--- config.mk ---
export PLATFORM = sky130hd
export DESIGN_NAME = id_ex_register
export DESIGN_NICKNAME = d
export VERILOG_FILES = /design/src/rtl/id_ex_register.sv
export SDC_FILE = /design/constraint.sdc
export NUM_CORES = 1
export LEC_CHECK = 0
export CAP_MARGIN = 20
export CORE_MARGIN = 5
export CORE_UTILIZATION = 39
export CTS_BUF_LIST = sky130_fd_sc_hd__clkbuf_16
export CTS_CLUSTER_DIAMETER = 200
export DETAILED_ROUTE_END_ITERATION = 6
export GPL_TIMING_DRIVEN = 0
export PLACE_DENSITY = 0.77
export SLEW_MARGIN = 20
export SYNTH_ARGS = -nofsm -noshare
export SYNTH_HDL_FRONTEND = slang
export SYNTH_SLANG_ARGS = --single-unit
--- constraint.sdc ---
create_clock -name clk -period 2.05 [get_ports clk]
set_input_delay 0.41 -clock clk [delete_from_list [all_inputs] [get_ports clk]]
set_output_delay 0.41 -clock clk [all_outputs]
set_load 0.02 [all_outputs]
--- src/rtl/id_ex_register.sv ---
// -----------------------------------------------------------------------------
// id_ex_register
//
// The pipeline register between the ID and EX stages of the in-order core.
// It carries the decoded control bits and operand data into EX, and it
// handles the pipeline hazard controls:
//   - Stall holds every register, including the status outputs.
//   - Flush loads a bubble. Control bits and ValidOut are cleared, and the
//     data fields keep their values. Flush takes priority over Stall.
//   - If ValidIn is low on a normal load, the bubble enters with cleared
//     control bits, and the data fields are still captured.
// BubbleCount counts every bubble that enters EX after reset. It stops at
// 16'hFFFF instead of wrapping.
//
// Ports
//   clk, rst               rising-edge clock; synchronous active-high reset
//   Stall, Flush, ValidIn  pipeline control from the hazard unit / ID stage
//   Change .. RegWrite     control bits from the ID bubble mux
//   ReadData1/2, Immediate 32-bit operands (Immediate already sign-extended)
//   Rs, Rt, Rd             5-bit register specifiers
//   <name>_EX              registered copy of each control/data input
//   ValidOut               EX slot holds a real instruction
//   BubbleCount            number of bubbles inserted since reset (saturating)
//
// Every output comes straight from a flop. No input reaches an output
// through combinational logic.
// -----------------------------------------------------------------------------
module id_ex_register (
  input  logic        clk,
  input  logic        rst,

  input  logic        Stall,
  input  logic        Flush,
  input  logic        ValidIn,

  input  logic        Change,
  input  logic        ConstEnable,
  input  logic [3:0]  AluOp,
  input  logic        MemRead,
  input  logic        MemWrite,
  input  logic        MemToReg,
  input  logic        RegWrite,

  input  logic [31:0] ReadData1,
  input  logic [31:0] ReadData2,
  input  logic [31:0] Immediate,
  input  logic [4:0]  Rs,
  input  logic [4:0]  Rt,
  input  logic [4:0]  Rd,

  output logic        Change_EX,
  output logic        ConstEnable_EX,
  output logic [3:0]  AluOp_EX,
  output logic        MemRead_EX,
  output logic        MemWrite_EX,
  output logic        MemToReg_EX,
  output logic        RegWrite_EX,

  output logic [31:0] ReadData1_EX,
  output logic [31:0] ReadData2_EX,
  output logic [31:0] Immediate_EX,
  output logic [4:0]  Rs_EX,
  output logic [4:0]  Rt_EX,
  output logic [4:0]  Rd_EX,

  output logic        ValidOut,
  output logic [15:0] BubbleCount
);

  logic        bubbleLoad;   // a bubble enters EX on this edge
  logic [15:0] bubbleNext;   // saturating increment of BubbleCount

  // NOTE: every combinational output gets a default before any condition.
  // A path that leaves a signal unassigned would infer a latch.
  always_comb begin
    bubbleLoad = Flush | (~Stall & ~ValidIn);
    bubbleNext = BubbleCount;
    if (BubbleCount != 16'hFFFF) begin
      bubbleNext = BubbleCount + 16'd1;
    end
  end

  // NOTE: sequential state uses non-blocking assignments only. Every flop
  // then samples the values from before the edge, whatever the statement
  // order.
  always_ff @(posedge clk) begin
    if (rst) begin
      Change_EX      <= 1'b0;
      ConstEnable_EX <= 1'b0;
      AluOp_EX       <= 4'd0;
      MemRead_EX     <= 1'b0;
      MemWrite_EX    <= 1'b0;
      MemToReg_EX    <= 1'b0;
      RegWrite_EX    <= 1'b0;
      ReadData1_EX   <= 32'd0;
      ReadData2_EX   <= 32'd0;
      Immediate_EX   <= 32'd0;
      Rs_EX          <= 5'd0;
      Rt_EX          <= 5'd0;
      Rd_EX          <= 5'd0;
      ValidOut       <= 1'b0;
      BubbleCount    <= 16'd0;
    end else if (Flush) begin
      // Bubble: kill the control bits and leave the data fields as they are.
      Change_EX      <= 1'b0;
      ConstEnable_EX <= 1'b0;
      AluOp_EX       <= 4'd0;
      MemRead_EX     <= 1'b0;
      MemWrite_EX    <= 1'b0;
      MemToReg_EX    <= 1'b0;
      RegWrite_EX    <= 1'b0;
      ValidOut       <= 1'b0;
      BubbleCount    <= bubbleNext;
    end else if (!Stall) begin
      // An invalid slot gets its control bits gated here. A stray control
      // bit from ID therefore cannot write memory or the register file.
      Change_EX      <= Change      & ValidIn;
      ConstEnable_EX <= ConstEnable & ValidIn;
      AluOp_EX       <= AluOp & {4{ValidIn}};
      MemRead_EX     <= MemRead     & ValidIn;
      MemWrite_EX    <= MemWrite    & ValidIn;
      MemToReg_EX    <= MemToReg    & ValidIn;
      RegWrite_EX    <= RegWrite    & ValidIn;
      ReadData1_EX   <= ReadData1;
      ReadData2_EX   <= ReadData2;
      Immediate_EX   <= Immediate;
      Rs_EX          <= Rs;
      Rt_EX          <= Rt;
      Rd_EX          <= Rd;
      ValidOut       <= ValidIn;
      if (bubbleLoad) begin
        BubbleCount <= bubbleNext;
      end
    end
    // Stall without Flush: every register keeps its value.
  end

endmodule

; Word level (Yosys, flattened, before mapping)
; Cells that the tools add are included.
[classes]
n_reduce_logical = 4
n_eq_ne = 2
muxes = 4
n_addsub = 1
bitwise_logic = 12
[op_table]
columns = operator, count
row1 = two-way mux 16 bit, 4
row2 = "adder 16 x 1 -> 16 bit, second input constant", 1
row3 = "inequality test 16 bit, second input constant", 1
row4 = bitwise AND 1 bit, 7
row5 = bitwise AND 4 bit, 1
row6 = AND reduction 2 bit, 2
row7 = NOT 1 bit, 3
row8 = "inequality test 2 x 1 -> 1 bit, second input constant", 1
row9 = nonzero test 2 bit, 1
row10 = OR reduction 2 bit, 1
row11 = bitwise OR 1 bit, 1
[word_totals]
output_inout_bits = 138
in_bits = 126
regBits = 138

; Logic depth before layout (Yosys ltp)
; Gate-level depths: netlist of run 1.
[logic_depth]
depth_word = 6
ltp_mapped = 6

; Worst setup path after synthesis of run 1
; Ideal clock, no wire load.
[synth_timing]
path_kind = flip-flop to flip-flop
startpoint = reg BubbleCount[0]
endpoint = reg BubbleCount[15]
stages_incl_launch_ff = 6
n_path_buf = 0
required_time_ps = 1927
synth_period_minus_slack_ps = 1794
arrival_time_ps = 1670
setup_slack_ps = 256
path_cell_list = dfxtp_1 > ha_1 > nand3_1 > nor4_4 > nor4b_2 > mux2_1
[synth_via]
elab_chain_cells = 5
[synth_rtl]
columns = element, line_no
row1 = from (decl), 67  ; output logic [15:0] BubbleCount
row2 = from (signal assigned), 113  ; BubbleCount <= bubbleNext;
row3 = from (signal assigned), 132  ; BubbleCount <= bubbleNext;
row4 = adder 16 x 1 -> 16 bit / inequality test 16 bit (equally long branches), "79, 78"
row5 = two-way mux 16 bit *, 78  ; if (BubbleCount != 16'hFFFF) begin
row6 = two-way mux 16 bit, 131  ; if (bubbleLoad) begin
row7 = two-way mux 16 bit, 114  ; end else if (!Stall) begin
row8 = two-way mux 16 bit *, 103  ; end else if (Flush) begin
; Every way passes the cells marked *; elsewhere a longest branch is shown, timed or not. The select of a mux whose other input is x is not followed.
; A chain may end at the register's enable or synchronous reset.

; Final worst setup path of run 1
[layout_timing]
startpoint = reg BubbleCount[4]
endpoint = out BubbleCount[4]
; No word-level cell between the ends.

==> impl_metrics.csv, run 1 <==
group,metric,value,unit
synthesis,synth_mux_area_frac,0.00672,
cells_and_area,area_delta_synth_final,67.5,%
sta,slew_headroom,0.574,
cts,cts_inserted_buffers,17,
cells_and_area,final_cells,1082,
cells_and_area,fillers,1122,
cts,clkLatencyLatePin,420,ps
setup_path,r2r_cells,5,
synthesis,synth_edf_count,0,
drt,drt-total-wl,16800,um
synthesis,synth_top_cell_area_share,0.550,
synthesis,synthArstFlopShare,0,
cts,htree_levels,4,
sta,skew,4.35,ps
synthesis,synthTopCellsByArea,"dfxtp_1, nand2_1, a21oi_1",
global_routing,busiest_layer,"met2",
cts,cts.sinks,138,
setup_path,cpLargestDelayFamily,"buffers and inverters",
global_routing,grt_usage,0.214,
setup_path,cp_cell_sequence,"clkdlybuf4s50_1",
synthesis,syn_avg_cell_area,8.16,sq um
sta,period_needed,1940,ps
place,hpwlAfterDp,12700,um
setup_path,end_kind,"primary output",
synthesis,synth_common_cells,"nand2_1, dfxtp_1, a21oi_1",
sta,rsz0062_at_grt,"no",
sta,report.final.slew_viol_count,0,
sta,worst_pin_slew,639,ps
global_routing,grt_pass1_wl,25200,um
cts,path_clk_slew,60,ps
die,die_area,15300,sq um
synthesis,synth_seq_cells,138,
global_routing,grt.met2_usage,0.356,
synthesis,synthCells,616,
synthesis,synth-xor-area-share,0,
cts,cts_buffer_depth,2,
cts,clockRootBuffer,"clkbuf_16",
synthesis,synthDistinctLibCells,39,
outcome,status,"finished, final reports clean",
die,ioPinCount,264,
synthesis,synth_top_family_by_area,"simple AND/OR/NAND/NOR gates",
setup_path,cp_num_buf_inv,1,
global_routing,grt_max_degree,17,
global_routing,overflow,0,
synthesis,ys.flop_type,"dfxtp_1",
drt,drc,0,
setup_path,cp_slowest_cell,"clkdlybuf4s50_1",
setup_path,crit_type,"flop to primary output",
synthesis,synth_fa_ha_area_frac,0.00249,
setup_path,worstSetupPathDepth,1,
power,ir_drop,597,uV
cells_and_area,seq_area,2760,sq um
setup_path,crit_arrival,1530,ps
synthesis,synth_most_common_cell,"nand2_1",
sta,finalSetupViolCount,0,
synthesis,ys_warn_count,0,
drt,drtIter0Drc,262,
sta,min_period_over_period,0.948,
synthesis,ys_seq_area_frac,0.550,
sta,timing.fmax,515,MHz
place,routabilityCongestion,0.815,
drt,dr.pass1.iters,4,
hold_path,whs_path_depth,2,
synthesis,synth_largest_area_cell,"dfxtp_1",
synthesis,syn-num-nets,743,
setup_path,crit_fanout,7,
sta,hold_viol,0,
place,placed_cells,1051,
cells_and_area,multi_input_area,2070,sq um
die,die_x,124,um
die,dieHeight,124,um
flow_run,maxCapViolCount,0,
power,power.leakage,3.05,nW
drt,wire_per_inst,15.6,um
synthesis,synth-simple-area-share,0.242,
drt,vias,5139,
cells_and_area,layout.nets,1025,
cells_and_area,drive_gt1_frac,0.0582,
die,core_area,12600,sq um
global_routing,grt_pass1_vias,4899,
global_routing,grt_util_met1,0.253,
power,cellPowerDensity,782,nW/um^2
place,pre_cts_ws,-311,ps
setup_path,required,1640,ps
synthesis,synth_compound_area_frac,0.160,
drt,ant_nets,0,
setup_path,max_stage_delay,660,ps
global_routing,antenna_found_initial,0,
sta,fin_ws,107,ps
cells_and_area,antennaDiodeCount,0,
setup_path,start_kind,"flop",
synthesis,syn_area,5030,sq um
drt,viasPerCell,4.75,
power,total_power,0.00658,W
die,rows,41,
die,start_util,0.398,
hold_path,hold_path.class,"flop to flop",
place,port-buffer-count,263,
cts,cts_tree,"built",
global_routing,use_met3,0.0631,
## where the power goes
group / switching [W] / internal [W]
clock: 0.00109 / 0.00174
sequential: 0.0000545 / 0.00279
combinational: 0.000432 / 0.000476
## registers in the layout (all words and copies together) (netlist names), 4 cells and up
register	cells
AluOp_EX	4
BubbleCount	16
Immediate_EX	32
Rd_EX	5
ReadData1_EX	32
ReadData2_EX	32
Rs_EX	5
Rt_EX	5
## layout by cell type (no fill, tap or decap), types with 2 or more instances in the layout
| cell | synthesis | layout |
|---|---|---|
| nand4_2 | 2 | 2 |
| dfxtp_1 | 138 | 138 |
| clkinv_1 | 0 | 2 |
| buf_6 | 2 | 2 |
| inv_1 | 2 | 5 |
| bufinv_16 | 0 | 2 |
| or4_1 | 6 | 6 |
| o31ai_1 | 7 | 7 |
| buf_1 | 3 | 3 |
| clkbuf_1 | 28 | 27 |
| nand3_1 | 4 | 4 |
| nor2_1 | 17 | 17 |
| buf_2 | 10 | 10 |
| nor2b_1 | 3 | 3 |
| clkinv_2 | 0 | 6 |
| mux2_2 | 2 | 2 |
| nor3_1 | 2 | 2 |
| nand4_1 | 3 | 3 |
| and4_1 | 2 | 2 |
| nand2_1 | 226 | 226 |
| or3_2 | 2 | 2 |
| nor4_1 | 3 | 3 |
| clkbuf_16 | 0 | 17 |
| clkdlybuf4s50_1 | 0 | 263 |
| or3_1 | 2 | 2 |
| o21ai_0 | 3 | 3 |
| a21oi_1 | 123 | 123 |
| a22oi_1 | 10 | 10 |
## per-layer routing
layer  routed length, um  share of wire
met5                   0              0
met4                 405          0.024
met3                1230          0.073
met2                8310           0.49
met1                6890           0.41
## area by class of cell
type | count | share of cell area
sequential | 138 | 0.328
timing repair buffer | 263 | 0.313
multi-input combinational | 433 | 0.246
clock buffer | 17 | 0.0505
tap | 172 | 0.0256
buffer | 43 | 0.0226
clock inverter | 14 | 0.0138
inverter | 2 | 0.000892
## stage by stage
step / area [sq um] / setup TNS, ps / hold slack, ps / util
final: 8420 / 0 / 451 / 0.667
after global placement: 7870 / -26820 / 441 / 0.624
after CTS: 8420 / 0 / 453 / 0.667
after global routing: 8420 / 0 / 465 / 0.667
after detailed placement: 7870 / -25210 / 446 / 0.624
after floorplan: 5030 / 0 / 533 / -
## logic make-up after synthesis
group,Yosys count
simple gates,281
compound gates,148
flops,138
buf+inv,45
mux,3
fa+ha+maj,1
## worst paths after layout
kind | startpoint | to | slack, ps
worst min-delay path | ReadData2_EX[9] | ReadData2_EX[9] | 450
worst max-delay path | BubbleCount[4] | BubbleCount[4] | 110
worst max register to register | BubbleCount[0] | BubbleCount[15] | 120
worst min register to register | ReadData2_EX[9] | ReadData2_EX[9] | 450
## repair_timing
action | 4_1_cts | 5_1_grt
setup buffers | 0 | 0
endpoints found under the hold margin | 0 | 0
gates resized for setup | 0 | 2
hold buffers | 0 | 0
setup endpoints to repair | 0 | 10
(Power assumes the default switching activity.)
==> run 2, diff against run 1 <==
- MAX_ROUTING_LAYER: unset -> met4
- TNS_END_PERCENT: unset -> 30
==> run 2 against run 1 <==
  * Global-route usage increased by 0.61 points
  * Utilization unchanged
  * Combinational power barely moved
  * Via count shrank 0.54%
  * Count of clock-buffer cells in the layout stayed put
  * Critical path type unchanged
  * Critical endpoint is now BubbleCount[8]
  * Highest routed layer unchanged
==> impl_metrics.csv, run 2 (synthesis results as in run 1) <==
group,metric,value,unit
sta,timing.fmax,513,MHz
setup_path,crit_arrival,1540,ps
drt,wire_per_inst,15.6,um
cells_and_area,antennaDiodeCount,0,
setup_path,max_stage_delay,660,ps
power,total_power,0.00658,W
cts,cts_inserted_buffers,17,
die,start_util,0.398,
die,ioPinCount,264,
cells_and_area,layout.nets,1025,
global_routing,grt_pass1_vias,4907,
cts,cts_tree,"built",
die,rows,41,
sta,worst_pin_slew,643,ps
setup_path,start_kind,"flop",
cts,cts.sinks,138,
drt,drc,0,
sta,rsz0062_at_grt,"no",
cts,cts_buffer_depth,2,
cells_and_area,fillers,1122,
drt,vias,5111,
place,port-buffer-count,263,
setup_path,required,1640,ps
cells_and_area,multi_input_area,2070,sq um
drt,dr.pass1.iters,5,
power,power.leakage,3.05,nW
cts,clkLatencyLatePin,420,ps
cells_and_area,drive_gt1_frac,0.0582,
die,die_area,15300,sq um
cts,clockRootBuffer,"clkbuf_16",
global_routing,grt_max_degree,17,
setup_path,crit_type,"flop to primary output",
global_routing,antenna_found_initial,0,
drt,viasPerCell,4.72,
cells_and_area,seq_area,2760,sq um
place,pre_cts_ws,-311,ps
die,core_area,12600,sq um
cts,htree_levels,4,
hold_path,whs_path_depth,2,
hold_path,min_to,"ReadData2_EX[9]",
place,routabilityCongestion,0.827,
die,dieHeight,124,um
setup_path,crit_fanout,8,
setup_path,end_kind,"primary output",
outcome,status,"finished, final reports clean",
setup_path,cp_slowest_cell,"clkdlybuf4s50_1",
sta,skew,4.77,ps
flow_run,maxCapViolCount,0,
setup_path,r2r_setup_slack,130,ps
sta,finalSetupViolCount,0,
setup_path,r2r_cells,5,
sta,min_period_over_period,0.950,
setup_path,cp_cell_sequence,"clkdlybuf4s50_1",
setup_path,reg2reg_from,"BubbleCount[0]",
global_routing,grt_pass1_wl,25200,um
power,cellPowerDensity,782,nW/um^2
die,die_x,124,um
sta,slew_headroom,0.571,
setup_path,cp_num_buf_inv,1,
power,ir_drop,596,uV
setup_path,reg2reg_to,"BubbleCount[15]",
drt,ant_nets,0,
global_routing,grt_usage,0.220,
setup_path,cpLargestDelayFamily,"buffers and inverters",
cts,postCtsHoldBufs,0,
cells_and_area,final_cell_mix,"clkdlybuf4s50_1, nand2_1, dfxtp_1",
sta,period_needed,1950,ps
cells_and_area,area_delta_synth_final,67.5,%
sta,fin_ws,102,ps
drt,drt-total-wl,16900,um
hold_path,hold_path.class,"flop to flop",
cells_and_area,final_common_cell,"clkdlybuf4s50_1",
hold_path,hold_start,"ReadData2_EX[9]",
cells_and_area,reg.largest.list,"Immediate_EX x32, ReadData1_EX x32, ReadData2_EX x32",
drt,drtIter0Drc,258,
global_routing,overflow,0,
sta,fin_hold_ws,451,ps
cts,path_clk_slew,60,ps
sta,report.final.slew_viol_count,0,
place,hpwlAfterDp,12700,um
sta,hold_viol,0,
==> run 2: cell counts in the layout (fill, tap and decap cells not counted) <==
Identical to the previous run, type by type.
==> run 2: what timing repair did <==
item / 4_1_cts / 5_1_grt
buffers inserted: 0 / 0
gates resized for setup: 0 / 2
setup endpoints to repair: 0 / 10
==> run 2: worst max path at each step <==
stage | startpoint | cells after the start | endpoint | slack, ps
global route | BubbleCount[0] | 5 | BubbleCount[15] | 8
finish | BubbleCount[8] | 1 | BubbleCount[8] | 100
detailed placement | Stall | 6 | Immediate_EX[26] | -310
CTS | BubbleCount[7] | 1 | BubbleCount[7] | 90
global placement | Stall | 6 | ReadData1_EX[25] | -300
floorplan | BubbleCount[0] | 5 | BubbleCount[15] | 260
==> run 2: layout make-up <==
| class | instances | area share |
|---|---|---|
| clock inverters | 14 | 0.0138 |
| well taps | 172 | 0.0256 |
| clock buffers | 17 | 0.0505 |
| multi-input cells | 433 | 0.246 |
| plain buffers | 43 | 0.0226 |
| repair buffers | 263 | 0.313 |
| flip-flops and latches | 138 | 0.328 |
| inverters | 2 | 0.000892 |
==> run 2: through the flow <==
stage	setup TNS (ps)	cells	utilization	cell area, sq um
after floorplan	0	616	-	5030
after global placement	-26820	1051	0.624	7870
after detailed placement	-25210	1051	0.624	7870
after CTS	0	1082	0.667	8420
after global routing	0	1082	0.667	8420
final	0	1082	0.667	8420
==> run 2: power by group <==
part / total [W] / internal (W) / switching [W] / leakage (nW)
clock: 0.00283 / 0.00174 / 0.00109 / 0.280
combinational: 0.000908 / 0.000476 / 0.000432 / 1.64
sequential: 0.00285 / 0.00279 / 0.0000546 / 1.13
total: 0.00658 / 0.00501 / 0.00157 / 3.05
==> run 2: routing by layer <==
metal  global-route usage  share of wire  vias up
met1                0.256           0.41     2308
met2                0.357           0.49      163
met4                0.102          0.021        0
li1                     -              -     2618
met3               0.0567          0.072       22
met5                    -              0        -
